`config.mk`:
```
export PLATFORM = sky130hd
export DESIGN_NAME = muldiv_unit
export DESIGN_NICKNAME = d
export VERILOG_FILES = /design/src/rtl/muldiv_pkg.sv /design/src/rtl/muldiv_step.sv /design/src/rtl/muldiv_unit.sv
export SDC_FILE = /design/constraint.sdc
export NUM_CORES = 1
export LEC_CHECK = 0
export ABC_CLOCK_PERIOD_IN_PS = 6200
export BUFFER_PORTS_ARGS = -buffer_cell sky130_fd_sc_hd__buf_2
export CORE_ASPECT_RATIO = 0.75
export CORE_MARGIN = 5
export CORE_UTILIZATION = 65
export CTS_CLUSTER_SIZE = 40
export DETAILED_ROUTE_END_ITERATION = 10
export MAX_ROUTING_LAYER = met4
export PLACE_DENSITY = 0.95
export SYNTH_ARGS = -nofsm -noshare
export SYNTH_HDL_FRONTEND = slang
export SYNTH_HIERARCHICAL = 1
export SYNTH_SLANG_ARGS = --single-unit
```
`constraint.sdc`:
```
create_clock -name clk -period 6.2 [get_ports clk]
set_clock_uncertainty 0.2 [all_clocks]
set_input_delay 0.93 -clock clk [delete_from_list [all_inputs] [get_ports clk]]
set_output_delay 0.93 -clock clk [all_outputs]
set_load 0.005 [all_outputs]
```
`src/rtl/muldiv_pkg.sv`:
```
`default_nettype none
// ============================================================================
// Module      : muldiv_pkg
// Description : Shared constants for the iterative multiply/divide unit:
//               opcode encodings, FSM state codes, step modes, defaults.
// Revision    : 1.0 - initial release
// ============================================================================
package muldiv_pkg;

    // OpE encodings: bit 1 selects divide, bit 0 selects unsigned
    localparam logic [1:0] OP_MULT  = 2'b00;
    localparam logic [1:0] OP_MULTU = 2'b01;
    localparam logic [1:0] OP_DIV   = 2'b10;
    localparam logic [1:0] OP_DIVU  = 2'b11;

    // Sequencer states
    localparam logic [1:0] ST_IDLE = 2'd0;
    localparam logic [1:0] ST_RUN  = 2'd1;
    localparam logic [1:0] ST_FIX  = 2'd2;

    // Iteration-step modes
    typedef enum logic {
        MODE_MUL = 1'b0,
        MODE_DIV = 1'b1
    } stepMode_e;

    localparam int ITERS_DEFAULT = 32;

    // Quotient produced by a divide by zero (restoring divide always subtracts)
    localparam logic [ITERS_DEFAULT-1:0] DIV0_QUOT = '1;

endpackage : muldiv_pkg
`default_nettype wire

```
`src/rtl/muldiv_step.sv`:
```
`default_nettype none
// ============================================================================
// Module      : muldiv_step
// Description : One combinational iteration of the multiply/divide datapath.
//               MUL: radix-2 shift-add; low half holds the remaining
//                    multiplier bits, high half the partial product.
//               DIV: restoring shift-subtract; high half is the partial
//                    remainder, low half shifts dividend out / quotient in.
// Revision    : 1.0 - initial release
// ============================================================================
module muldiv_step
    import muldiv_pkg::*;
#(
    parameter int WIDTH = 32
) (
    input  logic               mode,
    input  logic [2*WIDTH-1:0] accIn,
    input  logic [WIDTH-1:0]   operand,
    output logic [2*WIDTH-1:0] accOut
);

    logic [WIDTH:0] w_sum;
    logic [WIDTH:0] w_rem;
    logic [WIDTH:0] w_diff;
    logic           w_ge;

    // Compute both candidate next accumulators and select by mode
    always_comb begin
        w_sum  = {1'b0, accIn[2*WIDTH-1:WIDTH]} + (accIn[0] ? {1'b0, operand} : '0);
        w_rem  = accIn[2*WIDTH-1:WIDTH-1];
        w_ge   = (w_rem >= {1'b0, operand});
        w_diff = w_rem - {1'b0, operand};
        if (mode == MODE_DIV) begin
            accOut = {(w_ge ? w_diff[WIDTH-1:0] : w_rem[WIDTH-1:0]), accIn[WIDTH-2:0], w_ge};
        end else begin
            accOut = {w_sum, accIn[WIDTH-1:1]};
        end
    end

endmodule : muldiv_step
`default_nettype wire

```
`src/rtl/muldiv_unit.sv`:
```
`default_nettype none
// ============================================================================
// Module      : muldiv_unit
// Description : Iterative MULT/MULTU/DIV/DIVU unit holding HI/LO. Operates on
//               magnitudes for ITERS cycles, then applies signs in one FIX
//               cycle. Busy requests pipeline stalls while in flight.
//               Optional macro MULDIV_FAST_MUL_EN: single-cycle multiply.
// Revision    : 1.0 - initial release
// ============================================================================
module muldiv_unit
    import muldiv_pkg::*;
#(
    parameter int WIDTH = ITERS_DEFAULT,
    parameter int ITERS = ITERS_DEFAULT
) (
    input  logic             clk,
    input  logic             rst_n,
    input  logic             StartE,
    input  logic             StallE,
    input  logic [1:0]       OpE,
    input  logic [WIDTH-1:0] SrcAE,
    input  logic [WIDTH-1:0] SrcBE,
    input  logic             WriteHIE,
    input  logic             WriteLOE,
    input  logic [WIDTH-1:0] WDataE,
    input  logic             Cancel,
    output logic             Busy,
    output logic             Done,
    output logic [WIDTH-1:0] HI,
    output logic [WIDTH-1:0] LO
);

    localparam int CNT_W = (ITERS > 1) ? $clog2(ITERS) : 1;

    logic [1:0]         r_state;
    logic [CNT_W-1:0]   r_count;
    logic [2*WIDTH-1:0] r_acc;
    logic [WIDTH-1:0]   r_operand;
    logic               r_isDiv;
    logic               r_negRes;
    logic               r_negRem;
    logic [WIDTH-1:0]   r_hi;
    logic [WIDTH-1:0]   r_lo;
    logic               r_done;

    logic               w_busy;
    logic               w_start;
    logic               w_mtOk;
    logic               w_isSigned;
    logic               w_opDiv;
    logic [WIDTH-1:0]   w_magA;
    logic [WIDTH-1:0]   w_magB;
    logic [2*WIDTH-1:0] w_accNext;
    logic [2*WIDTH-1:0] w_prod;
    logic [WIDTH-1:0]   w_quot;
    logic [WIDTH-1:0]   w_remd;
    logic [WIDTH-1:0]   w_fixHi;
    logic [WIDTH-1:0]   w_fixLo;
    logic               w_fastMul;
    logic [2*WIDTH-1:0] w_fastProd;

    assign w_busy     = (r_state != ST_IDLE);
    assign w_start    = StartE & ~StallE & ~w_busy & ~Cancel;
    // A start in the same cycle wins over MTHI/MTLO
    assign w_mtOk     = ~StallE & ~w_busy & ~w_start;
    assign w_isSigned = ~OpE[0];
    assign w_opDiv    = OpE[1];
    assign w_magA     = (w_isSigned && SrcAE[WIDTH-1]) ? -SrcAE : SrcAE;
    assign w_magB     = (w_isSigned && SrcBE[WIDTH-1]) ? -SrcBE : SrcBE;

`ifdef MULDIV_FAST_MUL_EN
    logic [2*WIDTH-1:0] w_fastMag;
    assign w_fastMul  = w_start & ~w_opDiv;
    assign w_fastMag  = {{WIDTH{1'b0}}, w_magA} * {{WIDTH{1'b0}}, w_magB};
    assign w_fastProd = (w_isSigned && (SrcAE[WIDTH-1] ^ SrcBE[WIDTH-1])) ? -w_fastMag : w_fastMag;
`else
    assign w_fastMul  = 1'b0;
    assign w_fastProd = '0;
`endif

    muldiv_step #(
        .WIDTH   (WIDTH)
    ) u_step (
        .mode    (r_isDiv),
        .accIn   (r_acc),
        .operand (r_operand),
        .accOut  (w_accNext)
    );

    // Sign fix-up of the magnitude result, used in the FIX cycle
    always_comb begin
        w_prod = r_negRes ? -r_acc : r_acc;
        w_quot = r_negRes ? -r_acc[WIDTH-1:0] : r_acc[WIDTH-1:0];
        w_remd = r_negRem ? -r_acc[2*WIDTH-1:WIDTH] : r_acc[2*WIDTH-1:WIDTH];
        if (r_isDiv) begin
            w_fixHi = w_remd;
            w_fixLo = w_quot;
        end else begin
            w_fixHi = w_prod[2*WIDTH-1:WIDTH];
            w_fixLo = w_prod[WIDTH-1:0];
        end
    end

    // Sequencer, working registers and architectural HI/LO
    always_ff @(posedge clk or negedge rst_n) begin
        if (!rst_n) begin
            r_state   <= ST_IDLE;
            r_count   <= '0;
            r_acc     <= '0;
            r_operand <= '0;
            r_isDiv   <= 1'b0;
            r_negRes  <= 1'b0;
            r_negRem  <= 1'b0;
            r_hi      <= '0;
            r_lo      <= '0;
            r_done    <= 1'b0;
        end else begin
            r_done <= 1'b0;
            case (r_state)
                ST_IDLE: begin
                    if (w_fastMul) begin
                        r_hi   <= w_fastProd[2*WIDTH-1:WIDTH];
                        r_lo   <= w_fastProd[WIDTH-1:0];
                        r_done <= 1'b1;
                    end else if (w_start) begin
                        r_acc     <= {{WIDTH{1'b0}}, w_magA};
                        r_operand <= w_magB;
                        r_isDiv   <= w_opDiv;
                        r_negRes  <= w_isSigned & (SrcAE[WIDTH-1] ^ SrcBE[WIDTH-1]);
                        r_negRem  <= w_isSigned & SrcAE[WIDTH-1];
                        r_count   <= CNT_W'(ITERS - 1);
                        r_state   <= ST_RUN;
                    end else if (w_mtOk) begin
                        if (WriteHIE) r_hi <= WDataE;
                        if (WriteLOE) r_lo <= WDataE;
                    end
                end
                ST_RUN: begin
                    if (Cancel) begin
                        r_state <= ST_IDLE;
                    end else begin
                        r_acc   <= w_accNext;
                        r_count <= r_count - 1'b1;
                        if (r_count == '0) r_state <= ST_FIX;
                    end
                end
                ST_FIX: begin
                    r_state <= ST_IDLE;
                    if (!Cancel) begin
                        r_hi   <= w_fixHi;
                        r_lo   <= w_fixLo;
                        r_done <= 1'b1;
                    end
                end
                default: r_state <= ST_IDLE;
            endcase
        end
    end

    assign Busy = w_busy;
    assign Done = r_done;
    assign HI   = r_hi;
    assign LO   = r_lo;

endmodule : muldiv_unit
`default_nettype wire
```
== After elaboration in Yosys (flattened, before gate mapping) ==
Index checks and enable logic that the tools add are counted.
Widths: inputs -> output; s select.
Operators by class
  add/sub/neg operators: 8
  $lt $le $gt $ge: 1
  equality and inequality tests: 10
  muxes and demuxes: 32
  bitwise operators: 13
  reductions and logical operators: 12
Operators by type and width (number)
  $mux 32: 16
  $mux 64: 4
  $neg 32->32: 4
  $pmux 32 s2: 2
  $pmux 64 s2: 1
  $neg 64->64: 1
  $add 32x32->33: 1
  $ge 33x32->1: 1
  $sub 32x32->32: 1
  $ne 2x2->1 const B: 7
  $mux 5: 2
  $pmux 5 s2: 1
  $reduce_and 5->1: 2
  $and 1x1->1: 7
  $mux 2: 3
  $reduce_bool 2->1: 3
  $logic_not 5->1: 1
  $not 1->1: 5
  $sub 5x1->5 const B: 1
  $pmux 2 s2: 1
  $reduce_and 2->1: 2
  $ne 3x3->1 const B: 1
  $reduce_and 3->1: 1
  $eq 2x1->1 const B: 1
  other kinds (5): 7
Storage, ports and cells
  register bits: 171
  input port bits: 105
  word-level logic and storage cells: 86

== Longest topological paths before layout ==
  depth after elaboration: 9
  gate-level depth with buffers: 16
  gate-level depth less buffers: 15

== Hierarchy ==
The synthesis kept the hierarchy.
By module, submodules not included
  muldiv_unit: times used 1, cells an instance 1239, area each 10226.1 sq um
  muldiv_step: times used 1, cells an instance 701, area each 4728.3 sq um

== Worst setup path after synthesis ==
OpenSTA, ideal clock, no wires.
  kind: flip-flop to flip-flop
  start point: reg r_acc[0]
  end point: reg r_acc[61]
  arrival: 2.948 ns
  data required time: 5.865 ns
  slack: 2.917 ns
  stages on the path, launching flop included: 16
  path buffers: 1
  cells stage by stage: dfrtp_1 -> clkbuf_1 -> and2_1 -> ha_1 -> fa_1 -> a21oi_1 -> o211ai_1 -> a31oi_1 -> nor3_1 -> o211ai_1 -> nor3_1 -> a211oi_1 -> xor2_1 -> mux2i_1 -> nand2_1 -> o21ai_0
Between the ends
  cells in the longest elaborated chain, start to end: 5
RTL lines
  start: declaration: line muldiv_unit.sv:37  | logic [2*WIDTH-1:0] r_acc;
  start signal: assignment: line muldiv_unit.sv:126  | r_acc <= {{WIDTH{1'b0}}, w_magA};
  start signal: assignment: line muldiv_unit.sv:142  | r_acc <= w_accNext;
  $mux 32: line muldiv_step.sv:29  | w_sum = {1'b0, accIn[2*WIDTH-1:WIDTH]} + (accIn[0] ? {1'b0, operand} : '0);
  $add 32x32->33: line muldiv_step.sv:29
  $mux 64: line muldiv_step.sv:33  | if (mode == MODE_DIV) begin
  net w_accNext[61]: line muldiv_unit.sv:53  | logic [2*WIDTH-1:0] w_accNext;
  $mux 64: line muldiv_unit.sv:139  | if (Cancel) begin
  $pmux 64 s2: line muldiv_unit.sv:119  | case (r_state)
The timed path passes the listed nets, and every way through them passes these cells. The select of a mux whose other input is x is not followed.
A chain may end at the register's enable or synchronous reset.

== Worst setup path after layout ==
  start point: reg r_acc[42]
  end point: reg r_acc[57]
Between the ends
  cells in the longest elaborated chain, start to end: 5
  elaborated cells between the ends (all ways): 7
RTL lines
  $sub 32x32->32 / $ge 33x32->1 (equally long branches): line muldiv_step.sv:32, muldiv_step.sv:31
  $mux 32: line muldiv_step.sv:34  | accOut = {(w_ge ? w_diff[WIDTH-1:0] : w_rem[WIDTH-1:0]), accIn[WIDTH-2:0], w_ge};
  $mux 64 (*): line muldiv_step.sv:33
  net w_accNext[57]: line muldiv_unit.sv:53
  $mux 64 (*): line muldiv_unit.sv:139
  $pmux 64 s2 (*): line muldiv_unit.sv:119
The timed path passes the listed nets; every way through them passes the cells marked *. The select of a mux whose other input is x is not followed.

==> impl_metrics.env <==
export IMPL_reg2reg_from="r_acc[42]"
export IMPL_clock_fmax_mhz=233
export IMPL_grt_pass1_wl_um=79300
export IMPL_root_buffer="clkbuf_16"
export IMPL_critPathCaptureType="register"
export IMPL_critPathLaunchType="register"
export IMPL_ant_nets=0
export IMPL_grt_max_degree=79
export IMPL_postSynthAreaPerCell_um2=7.71
export IMPL_reg2regPathDepth=13
export IMPL_netlist_area_leader_share=0.286
export IMPL_syn_inst=1940
export IMPL_grt_ovfl_total=0
export IMPL_ir_drop_uv=244
export IMPL_async_flop_share=1.00
export IMPL_cap_viol_max_count=0
export IMPL_slowest_stage="ha_1"
export IMPL_synth_edf_count=0
export IMPL_io_pins=171
export IMPL_synth_top_cell_by_area="dfrtp_1"
export IMPL_clkTransAtPathRegs_ps=70
export IMPL_crit_path_cell_trace="ha_1, nand2_1, o21ai_1, a211oi_1, a2111oi_4, nor2_4, o31ai_4, buf_4, inv_1, a22oi_1, a21oi_1, nand2_1, o21ai_0"
export IMPL_maxSlewViolCount=0
export IMPL_clk_latency_ps=450
export IMPL_crit_top_cell="nand2_1"
export IMPL_holdBufCountCts=0
export IMPL_dr_pass1_iters=6
export IMPL_nNetsFinal=2198
export IMPL_max_slew_margin_rel=0.195
export IMPL_numCtsBuffers=17
export IMPL_grt_setup_unrepaired="false"
export IMPL_critPathKind="register to register"
export IMPL_cts_tree="done"
export IMPL_drtIter0Drc=2521
export IMPL_critPathMaxStageDelay_ps=560
export IMPL_die_area_um2=26200
export IMPL_layout_drive_gt1_share=0.141
export IMPL_tightest_slew_ps=1210
export IMPL_wire_per_inst_um=21.5
export IMPL_seq_area_frac_synth=0.286
export IMPL_power_w=0.00933
export IMPL_ys_flop_type="dfrtp_1"
export IMPL_die_y_um=141
export IMPL_final_area_um2=16400
export IMPL_syn_area_um2=15000
export IMPL_reg2reg_to="r_acc[57]"
export IMPL_antennaDiodeCount=0
export IMPL_die_w_um=185
export IMPL_synthToLayoutAreaGrowth_pct=9.95
export IMPL_ys_seq_elements=171
export IMPL_period_share=0.692
export IMPL_grt_usage=0.390
export IMPL_antenna_found_initial=1
export IMPL_synth_common_cells="nand2_1, o21ai_0, dfrtp_1, nor2_1, a21oi_1"
export IMPL_post_dp_hpwl_um=37800
export IMPL_synth_cell_types=82
export IMPL_finalSetupTns_ps=0
export IMPL_p_per_area_nw_per_um2=567
export IMPL_worstPathArrival_ps=4370
export IMPL_drc=0
export IMPL_grt_pass1_vias=14526
export IMPL_synth_area_leaders="dfrtp_1, nand2_1, o21ai_0, ha_1, xor2_1"
export IMPL_hp_class="primary input to async pin"
export IMPL_port_buffers=170
export IMPL_period_minus_slack_ps=4290
export IMPL_cts_resized_gates=0
export IMPL_floorplan_initialDensity=0.655
export IMPL_setup_viol=0
export IMPL_r2r_slack_ps=1910
export IMPL_gp_congestion=1.04
export IMPL_syn_nets=2117
export IMPL_wirelength_um=50100
export IMPL_cts_buffer_depth=2
export IMPL_ys_warn_count=6
export IMPL_status="completed"
export IMPL_clock_sinks=171
export IMPL_core_area_um2=22800
export IMPL_worstPathRequired_ps=6280
export IMPL_leakage_nw=7.22
export IMPL_place_area_um2=15800
export IMPL_path_max_fanout=38
export IMPL_rows=48
export IMPL_synth_most_common_cell="nand2_1"
export IMPL_vias=15759
export IMPL_htreeDepth=4
export IMPL_post_cts_setup_buffers=0
export IMPL_via_per_inst=6.75
export IMPL_hold_violations=0
-- layout by cell type, fill, tap and decap left out, drive strengths merged, types with 42 or more instances in the layout --
master | Yosys | layout
ha | 70 | 70
nor2 | 162 | 162
inv | 66 | 75
xnor2 | 82 | 82
o21ai | 220 | 220
nand2 | 289 | 289
a21oi | 124 | 124
dfrtp | 171 | 171
o31ai | 42 | 42
xor2 | 88 | 88
buf | 21 | 186
a31oi | 44 | 44
-- cell families after synthesis --
kind of cell,count (synthesis),synth area share
muxes,43,0.0318
buffers and inverters,191,0.0520
AOI/OAI and AO/OA,604,0.253
adders and majority gates,72,0.0612
and+or+nand+nor,689,0.216
xor gates and xnor gates,170,0.0996
DFF,171,0.286
-- cell type report --
type,count,area (µm²)
multi-input combinational,1578,9930
clock buffer,17,425
fill,1754,6380
sequential,171,4280
clock inverter,15,198
timing repair buffer,186,977
tap,300,375
inverter,67,251
-- worst max-delay path, delay by kind of cell (launching register included) --
family                     cells  cell delay, ps
AOI/OAI and AO/OA              7            1760
adders and majority gates      1             560
buffers and inverters          2             780
DFF                            1             490
and+or+nand+nor                3             320
-- state kept, by name, indices dropped and copies added, names as in the netlist, 2 cells and up --
name       cells
HI            32
LO            32
r_acc         64
r_count        5
r_operand     32
r_state        2
-- how the worst max path moves through the flow --
stage | from | endpoint | slack (ps) | cells past startpoint
5_1_grt | r_acc[46] | r_acc[57] | 1650 | 13
3_5_place_dp | r_acc[42] | r_acc[57] | 2050 | 13
4_1_cts | r_acc[42] | r_acc[57] | 2000 | 13
3_3_place_gp | r_acc[42] | r_acc[57] | 2130 | 13
2_1_floorplan | r_acc[0] | r_acc[61] | 2920 | 15
6_report | r_acc[42] | r_acc[57] | 1910 | 13
-- where the power goes --
group          internal (W)  switching (W)
Combinational       0.00225        0.00358
Clock              0.000618       0.000537
Sequential          0.00153       0.000819
-- metrics by stage --
stage	utilization	hold WS [ps]	std cells	worst slack (ps)
after floorplan	-	262	1940	2920
after global placement	0.693	255	2302	2130
after detailed placement	0.693	269	2302	2050
after CTS	0.720	137	2334	2000
after global routing	0.720	154	2334	1650
final	0.720	140	2334	1910
-- layer usage --
layer / global-route usage / vias up / share of wire
met1: 0.554 / 7501 / 0.41
met3: 0.106 / 129 / 0.13
met5: - / - / 0
met4: 0.0954 / 0 / 0.023
met2: 0.558 / 1022 / 0.43
li1: - / 7107 / -
No activity file was read; power rests on OpenSTA's default activity.
